--- src/rtl/rv32_mem_pkg.sv ---
// Shared memory-side definitions: Func3 encodings, cache FSM states and block geometry.
package rv32_mem_pkg;

  localparam logic [2:0] FUNC3_B  = 3'b000;
  localparam logic [2:0] FUNC3_H  = 3'b001;
  localparam logic [2:0] FUNC3_W  = 3'b010;
  localparam logic [2:0] FUNC3_BU = 3'b100;
  localparam logic [2:0] FUNC3_HU = 3'b101;

  localparam int BLOCK_BITS  = 128;
  localparam int WORD_BITS   = 32;
  localparam int OFFSET_BITS = 4;
  localparam int BLKADDR_BITS = 32 - OFFSET_BITS;

  typedef enum logic [1:0] {
    CS_IDLE       = 2'd0,
    CS_WRITE_BACK = 2'd1,
    CS_ALLOCATE   = 2'd2
  } cache_state_e;

endpackage

--- src/rtl/dcache_lane_ctrl.sv ---
// Byte/half extraction with sign or zero extension for loads, and byte-lane merge for stores.
module dcache_lane_ctrl
  import rv32_mem_pkg::*;
(
  input  logic [2:0]  func3_i,
  input  logic [1:0]  byte_off_i,
  input  logic [31:0] word_i,
  input  logic [31:0] wdata_i,
  output logic [31:0] load_data_o,
  output logic [31:0] store_word_o
);

  logic [7:0]  byte_s;
  logic [15:0] half_s;

  assign byte_s = word_i[{byte_off_i, 3'd0} +: 8];
  assign half_s = byte_off_i[1] ? word_i[31:16] : word_i[15:0];

  // Load extraction and extension
  always_comb begin
    load_data_o = word_i;
    case (func3_i)
      FUNC3_B:  load_data_o = {{24{byte_s[7]}}, byte_s};
      FUNC3_H:  load_data_o = {{16{half_s[15]}}, half_s};
      FUNC3_W:  load_data_o = word_i;
      FUNC3_BU: load_data_o = {24'd0, byte_s};
      FUNC3_HU: load_data_o = {16'd0, half_s};
      default:  load_data_o = word_i;
    endcase
  end

  // Store merge; unused low address bits are ignored for H and W
  always_comb begin
    store_word_o = word_i;
    case (func3_i)
      FUNC3_B: store_word_o[{byte_off_i, 3'd0} +: 8] = wdata_i[7:0];
      FUNC3_H: begin
        if (byte_off_i[1]) begin
          store_word_o[31:16] = wdata_i[15:0];
        end else begin
          store_word_o[15:0] = wdata_i[15:0];
        end
      end
      FUNC3_W: store_word_o = wdata_i;
      default: store_word_o = word_i;
    endcase
  end

endmodule

--- src/rtl/data_cache.sv ---
// Direct-mapped, write-back, write-allocate data cache with a 128-bit block memory port.
module data_cache
  import rv32_mem_pkg::*;
#(
  parameter int INDEX_BITS = 3
) (
  input  logic                    CLK,
  input  logic                    RESET,
  input  logic                    Read,
  input  logic                    Write,
  input  logic [31:0]             Address,
  input  logic [31:0]             Write_data,
  input  logic [2:0]              Func3,
  output logic [31:0]             Read_data,
  output logic                    busywait,
  output logic                    mem_read,
  output logic                    mem_write,
  output logic [BLKADDR_BITS-1:0] mem_address,
  output logic [BLOCK_BITS-1:0]   mem_writedata,
  input  logic [BLOCK_BITS-1:0]   mem_readdata,
  input  logic                    mem_busywait
);

  localparam int LINES = 1 << INDEX_BITS;
  localparam int TAG_W = BLKADDR_BITS - INDEX_BITS;

  cache_state_e state_q, state_d;

  logic [LINES-1:0]      valid_q, valid_d;
  logic [LINES-1:0]      dirty_q, dirty_d;
  logic [TAG_W-1:0]      tag_q  [LINES];
  logic [BLOCK_BITS-1:0] data_q [LINES];

  logic [INDEX_BITS-1:0] index_s;
  logic [TAG_W-1:0]      tag_s;
  logic [1:0]            word_s;
  logic                  req_s;
  logic                  hit_s;
  logic [BLOCK_BITS-1:0] cur_line_s;
  logic [31:0]           cur_word_s;
  logic [31:0]           load_word_s;
  logic [31:0]           store_word_s;
  logic                  line_we_s;
  logic [BLOCK_BITS-1:0] line_d;

  assign index_s    = Address[INDEX_BITS+3:4];
  assign tag_s      = Address[31:INDEX_BITS+4];
  assign word_s     = Address[3:2];
  assign req_s      = Read | Write;
  assign hit_s      = valid_q[index_s] && (tag_q[index_s] == tag_s);
  assign cur_line_s = data_q[index_s];
  assign cur_word_s = cur_line_s[{word_s, 5'd0} +: 32];

  dcache_lane_ctrl u_lane_ctrl (
    .func3_i      (Func3),
    .byte_off_i   (Address[1:0]),
    .word_i       (cur_word_s),
    .wdata_i      (Write_data),
    .load_data_o  (load_word_s),
    .store_word_o (store_word_s)
  );

  // FSM state register
  always_ff @(posedge CLK) begin
    if (RESET) begin
      state_q <= CS_IDLE;
    end else begin
      state_q <= state_d;
    end
  end

  // FSM next-state logic
  always_comb begin
    state_d = state_q;
    case (state_q)
      CS_IDLE: begin
        if (req_s && !hit_s) begin
          if (valid_q[index_s] && dirty_q[index_s]) begin
            state_d = CS_WRITE_BACK;
          end else begin
            state_d = CS_ALLOCATE;
          end
        end else begin
          state_d = CS_IDLE;
        end
      end
      CS_WRITE_BACK: state_d = mem_busywait ? CS_WRITE_BACK : CS_ALLOCATE;
      CS_ALLOCATE:   state_d = mem_busywait ? CS_ALLOCATE : CS_IDLE;
      default:       state_d = CS_IDLE;
    endcase
  end

  // FSM outputs toward the pipeline and memory
  always_comb begin
    Read_data     = 32'd0;
    busywait      = (state_q != CS_IDLE) || (req_s && !hit_s);
    mem_read      = 1'b0;
    mem_write     = 1'b0;
    mem_address   = '0;
    mem_writedata = '0;
    case (state_q)
      CS_IDLE: begin
        if (Read && !Write && hit_s) begin
          Read_data = load_word_s;
        end else begin
          Read_data = 32'd0;
        end
      end
      CS_WRITE_BACK: begin
        mem_write     = 1'b1;
        mem_address   = {tag_q[index_s], index_s};
        mem_writedata = cur_line_s;
      end
      CS_ALLOCATE: begin
        mem_read    = 1'b1;
        mem_address = Address[31:4];
      end
      default: begin
        mem_read  = 1'b0;
        mem_write = 1'b0;
      end
    endcase
  end

  // Line fill on allocate completion, word merge on store hit
  always_comb begin
    valid_d   = valid_q;
    dirty_d   = dirty_q;
    line_we_s = 1'b0;
    line_d    = cur_line_s;
    if (state_q == CS_ALLOCATE && !mem_busywait) begin
      line_we_s        = 1'b1;
      line_d           = mem_readdata;
      valid_d[index_s] = 1'b1;
      dirty_d[index_s] = 1'b0;
    end else if (state_q == CS_IDLE && Write && hit_s) begin
      line_we_s                       = 1'b1;
      line_d[{word_s, 5'd0} +: 32]    = store_word_s;
      dirty_d[index_s]                = 1'b1;
    end else begin
      line_we_s = 1'b0;
    end
  end

  // Valid and dirty bits; reset invalidates every line and drops dirty data
  always_ff @(posedge CLK) begin
    if (RESET) begin
      valid_q <= '0;
      dirty_q <= '0;
    end else begin
      valid_q <= valid_d;
      dirty_q <= dirty_d;
    end
  end

  // Tag and data arrays are not cleared by reset
  always_ff @(posedge CLK) begin
    if (!RESET && line_we_s) begin
      data_q[index_s] <= line_d;
      if (state_q == CS_ALLOCATE) begin
        tag_q[index_s] <= tag_s;
      end
    end
  end

endmodule

--- config.mk ---
export PLATFORM = sky130hd
export DESIGN_NAME = data_cache
export DESIGN_NICKNAME = d
export VERILOG_FILES = /design/src/rtl/rv32_mem_pkg.sv /design/src/rtl/dcache_lane_ctrl.sv /design/src/rtl/data_cache.sv
export SDC_FILE = /design/constraint.sdc
export NUM_CORES = 2
export LEC_CHECK = 0
export ABC_AREA = 1
export CAP_MARGIN = 10
export CORE_MARGIN = 4
export CORE_UTILIZATION = 35
export DETAILED_ROUTE_END_ITERATION = 6
export GPL_TIMING_DRIVEN = 0
export PLACE_DENSITY = 0.53
export SYNTH_ARGS = -nofsm -noshare
export SYNTH_HDL_FRONTEND = slang
export SYNTH_HIERARCHICAL = 1
export SYNTH_SLANG_ARGS = --single-unit
--- constraint.sdc ---
create_clock -name CLK -period 12.31 [get_ports CLK]
set_clock_uncertainty 0.1 [all_clocks]
set_input_delay 1.8465 -clock CLK [delete_from_list [all_inputs] [get_ports CLK]]
set_output_delay 1.8465 -clock CLK [all_outputs]
set_load 0.005 [all_outputs]
Word level (Yosys, flattened, before mapping)
Memories as Yosys holds them, arrays and structs flattened.
Index checks and enable logic that the tools add are counted.
- register bits: 18
- bits in latches: 0
- memory bits (writable): 1224
- bits in read-only memories: 0
- input bits: 200
- logic and storage cells: 80
- memories kept: 2
- add/sub/neg operators: 2
- multiply operators: 0
- div/mod/pow operators: 0
- magnitude comparators: 2
- equality and inequality tests: 7
- shift operators: 6
- multiplexer cells: 34
- bitwise gates (word level): 5
- reductions and logical operators: 19
- memory list (name ; depth ; bits a word ; read ports ; clocked after memory_dff ; write ports ; line ; RTL):
    data_q ; 8 ; 128 ; 1 ; 0 ; 1 ; data_cache.sv:32 ; logic [BLOCK_BITS-1:0] data_q [LINES];
    tag_q ; 8 ; 25 ; 1 ; 0 ; 1 ; data_cache.sv:31 ; logic [TAG_W-1:0] tag_q [LINES];
- operator list (operator ; number):
    $mux 128 ; 3
    $bwmux 128 ; 1
    $pmux 32 s4 ; 1
    $shift 32x9->128 const A ; 1
    $shiftx 128x8->32 ; 1
    $shiftx 32x9->128 ; 1
    $pmux 32 s3 ; 1
    $mux 32 ; 2
    $pmux 28 s2 ; 1
    $mux 16 ; 3
    $bwmux 32 ; 1
    $shift 8x7->32 const A ; 1
    $shiftx 32x6->8 ; 1
    $shiftx 8x7->32 ; 1
    $eq 25x25->1 ; 1
    $mux 8 ; 2
    $or 8x8->8 ; 2
    $mux 1 ; 11
    $logic_and 1x1->1 ; 10
    $neg 7->9 ; 1
    $and 8x8->8 ; 1
    $mux 2 ; 4
    $not 8->8 ; 1
    $neg 5->7 ; 1
    16 further kinds ; 22

Longest topological paths before layout
- depth after elaboration: 9
- depth in mapped cells: 26
- gate-level depth less buffers: 22

Hierarchy
Netlist, hierarchy kept.
- by module, submodules not included (module ; instances ; cells each ; area each (µm²)):
    data_cache ; 1 ; 4631 ; 53042.1
    dcache_lane_ctrl ; 1 ; 563 ; 2521.2

Worst setup path before layout
OpenSTA, ideal clock, no wires.
- kind: input -> register
- start: input Address[4]
- end: memory data_q[0][0], enable pin
- arrival: 8.859 ns
- data required time: 11.593 ns
- slack: 2.733 ns
- stages on the path: 17
- path buffers: 3
- cells stage by stage: buf_2 -> buf_2 -> buf_2 -> nand2_1 -> nand3_1 -> nand2_1 -> nor2_1 -> inv_2 -> nand2_1 -> nand3_1 -> nor3_1 -> nand2_1 -> nor2_4 -> nand2_1 -> nand2_1 -> nand2_1 -> nor2_1
- longest elaborated chain between the ends: 9
- ends and longest elaborated chain (what ; line ; RTL):
    from (decl) ; data_cache.sv:11 ; input logic [31:0] Address,
    $mem_v2 8x25 / $bmux 1 s3 (equally long branches) ; n/a ;
    $eq 25x25->1 / $mux 1 (equally long branches) ; data_cache.sv:50 ; assign hit_s = valid_q[index_s] && (tag_q[index_s] == tag_s);
    $logic_and 1x1->1 ; data_cache.sv:50 ;
    $logic_and 1x1->1 ; data_cache.sv:136 ; end else if (state_q == CS_IDLE && Write && hit_s) begin
    $mux 1 ; data_cache.sv:136 ;
    $mux 1 ; data_cache.sv:131 ; if (state_q == CS_ALLOCATE && !mem_busywait) begin
    $logic_and 1x1->1 ; data_cache.sv:158 ; if (!RESET && line_we_s) begin
    $mux 1 ; data_cache.sv:158 ;
    $mux 1 (not written as such) ; data_cache.sv:159 ; data_q[index_s] <= line_d;
    to (decl) ; data_cache.sv:32 ;
Parallel ways exist; a longest one is shown, timed or not. The select of a mux whose other input is x is not followed.

Final worst setup path
- start: input Address[5]
- end: output Read_data[28]
- longest elaborated chain between the ends: 6
- ends and longest elaborated chain (what ; line ; RTL):
    $mem_v2 8x128 * ; n/a ;
    $shiftx 128x8->32 * ; data_cache.sv:52 ; assign cur_word_s = cur_line_s[{word_s, 5'd0} +: 32];
    named net cur_word_s[15] ; data_cache.sv:40 ; logic [31:0] cur_word_s;
    $shiftx 32x6->8 / $mux 16 (equally long branches) ; dcache_lane_ctrl.sv:16, dcache_lane_ctrl.sv:17 ;
    $pmux 32 s4 * ; dcache_lane_ctrl.sv:22 ; case (func3_i)
    named net load_word_s[28] ; data_cache.sv:41 ; logic [31:0] load_word_s;
    $mux 32 * ; data_cache.sv:103 ; if (Read && !Write && hit_s) begin
    $mux 32 * ; data_cache.sv:101 ; case (state_q)
    to (decl) ; data_cache.sv:14 ; output logic [31:0] Read_data,
Mark *: on every way through the listed nets, which the timed path passes. The rest lies on a longest branch. The select of a mux whose other input is x is not followed.

==> run metrics <==
clk slew on worst S/H paths=0.06 ns; PortBufs=387; synthesized cell area=55560 sq um; max frequency=88.18 MHz; routability cong.=1.021; GRT overflow=0; Max clock buf depth=3; status=complete, no violations; vias in the first global route=41570; global-route wire length before repair=354700 um; largest net degree at the start of global routing=25; num rows=145; Die W=406.4 um; crit path buf inv count=11; Routed wire per std cell=33.71 um; Post-CTS Setup Bufs=0; final std cells w/o fill=7954; Worst slew margin=0.7053%; Final Setup Violations=0; Iter 0 DRT Violations=7280; hold path cells=2; antenna violations before repair=23; FILL cells=14940; vias post-DR=46050; critical path type=primary input to output pin; post-synth cell types=39; IO Pins=391; Die Y=406.4 um; Nets=6002; worst path arrival time=9.39 ns; CTS Sinks=1242; RSZ-0062 raised after global routing=no; Routed Antenna Nets=0; r2r setup slk=6.76 ns; Gate Count Post-Synth=5194; total power=9.968 mW; uppermost layer routed=met5; synth-to-layout area growth=22.18%; WL met1=109700 um; worst r2r dst=data_q[6][94]$_DFFE_PP_; minimum clock period=11.34 ns; First-pass DRT Iterations=6; WL met3=33160 um; Fin. Hold Viols=0; LEAKAGE=25.22 nW; layout cells sized above 1=6.683%; HP Class=register to register; Critical Path RT=10.36 ns; Crit Reg-Reg Startpoint=state_q[0]$_SDFF_PP0_; final slew viol count=0; CTS tree=done; Starting Density=35.41%; post-CTS sizing=0; Core Area=156900 sq um; Crit. End Element=output pin; CTS Buf Count=135; Critical Path Source Type=primary input; wire length on met2=113200 um; Max VDD drop=0.1365 mV; Post-DP HPWL=200800 um; CP top delay family=buffers and inverters; vias per inst=5.789; r2r worst-path depth=10; final cycle utilization of the critical path=92.13%; register area share after synthesis=66.80%; Yosys warning count=6; Inst Count DP=7705; H-Tree Depth=4; CP max FO=11; Mapped Nets=5408; cell mode on critical path=inv_1; die area=165200 sq um; PwrDens=146.8 nW/um^2; register bit count reported by yosys=1242; critical path's slowest cell=a21oi_1; clk root buf=clkbuf_16; slowest stage delay, CP=1.03 ns; crit-path cells=clkdlybuf4s50_1, inv_2, nor2_2, buf_2, nand2_1, inv_1, clkbuf_1, clkbuf_1, a22oi_1, nand4_1, inv_1, o21ai_0, a21oi_1, a21oi_1, inv_1, nand2_1, nand3_1, buf_2, nand3_1, inv_1, nor2_1, clkdlybuf4s50_1; Max Cap Violations=0; Total Routing Usage GR=31.60%; hold bufs inserted after CTS=0; residual DRC count=0; synthesized area per cell=10.70 sq um; slew of the pin with the lowest slew margin=1.489 ns; clk_lat worst skew=0.80 ns; Detailed Route WL=268200 um
[power breakdown]
group	internal (mW)	switching [mW]	total, mW	leakage [nW]
clock	2.25	1.74	3.99	2.06
combinational	0.263	0.952	1.21	11.9
sequential	4.76	0.00558	4.76	11.2
total	7.27	2.70	9.97	25.2
[metal layers]
metal,vias up,track usage (%)
li1,19440,-
met1,22880,44.83
met2,3229,45.93
met3,499,8.507
met4,2,12.64
met5,-,0
[synthesized netlist by cell type, drive strengths merged]
master      n  area [sq um]
nand3     317          1592
clkinv      7         26.28
nand2    1411          5306
inv       549          2061
or2         5         31.28
clkbuf    191         716.9
a21oi     251          1256
o21bai      2         15.01
a22oi     123         923.4
o2111ai     1         8.760
a221oi    129          1130
o211ai      5         37.54
edfxtp   1224         36760
ha         14         175.2
nor3        6         41.29
o31ai       1         7.510
buf       133         673.2
a22o      127          1112
a31oi       3         18.77
dfxtp      18         360.4
nand4     222          1389
o21ai      92         464.2
o22ai       9         56.30
o2bb2ai    11         96.34
nor2      341          1295
nand3b      2         15.01
[worst min-delay path, stage by stage (launching register included)]
cell     delay (ns)
dfxtp_1        0.30
inv_1          0.06
a21oi_1        0.06
[worst max path at each step]
stage	startpoint	end	slack (ns)	depth (start not counted)
after floorplan	Address[4]	data_q[0][0]$_DFFE_PP_	2.73	17
after global placement	Address[5]	data_q[6][37]$_DFFE_PP_	-5.63	17
after detailed placement	Address[5]	Read_data[14]	1.24	22
after CTS	Address[5]	Read_data[14]	1.23	22
after global routing	Address[5]	Read_data[28]	0.96	22
final	Address[5]	Read_data[28]	0.97	22
[registers in the layout (all words and copies together), names as in the netlist, named ones only]
name and flops:
data_q 1024, valid_q 8, state_q 2, tag_q 200
[cells by family after synthesis]
kind of cell / count (synthesis) / share of synthesized area, %
flip-flops: 1242 / 66.80
AO/OA/AOI/OAI: 754 / 9.226
buffers and inverters: 880 / 6.258
adder cells (fa/ha/maj): 14 / 0.3153
AND/OR/NAND/NOR: 2304 / 17.40
[area by class of cell]
type                            count  area, sq um  share of cell area [%]
Antenna cell                       15        37.54                 0.05529
Multi-Input combinational cell   3072        15090                   22.23
Tap cell                         2058         2575                   3.793
Clock buffer                      172         3558                   5.242
Buffer                            324         1396                   2.057
Inverter                          556         2087                   3.074
Timing Repair Buffer              457         5321                   7.838
Clock inverter                     58        705.7                   1.039
Sequential cell                  1242        37120                   54.67
[layout by cell type (no fill, tap or decap), types with 40 or more instances in the layout]
cell,count
buf_12,45
edfxtp_1,1224
nand3_1,316
nand2_1,1409
a21oi_1,251
nor2_1,321
o21ai_0,89
clkbuf_16,136
buf_1,40
clkdlybuf4s50_1,387
nand4_1,222
a221oi_1,129
inv_1,526
a22o_1,127
clkbuf_1,222
a22oi_1,123
buf_2,72
[per-stage QoR]
stage | TNS (ns) | hold WS (ns) | util [%] | setup slack, ns | cell area (sq um)
after floorplan | 0 | 0.3303 | - | 2.733 | 55560
after global placement | -5532.79 | 0.3426 | 39.52 | -5.626 | 62010
after detailed placement | 0 | 0.3488 | 40.46 | 1.235 | 63500
after CTS | 0 | 0.3573 | 43.18 | 1.225 | 67770
after global routing | 0 | 0.3728 | 43.24 | 0.9584 | 67850
final | 0 | 0.3611 | 43.26 | 0.9694 | 67890
Note: power is estimated with default switching activity, not from simulation.
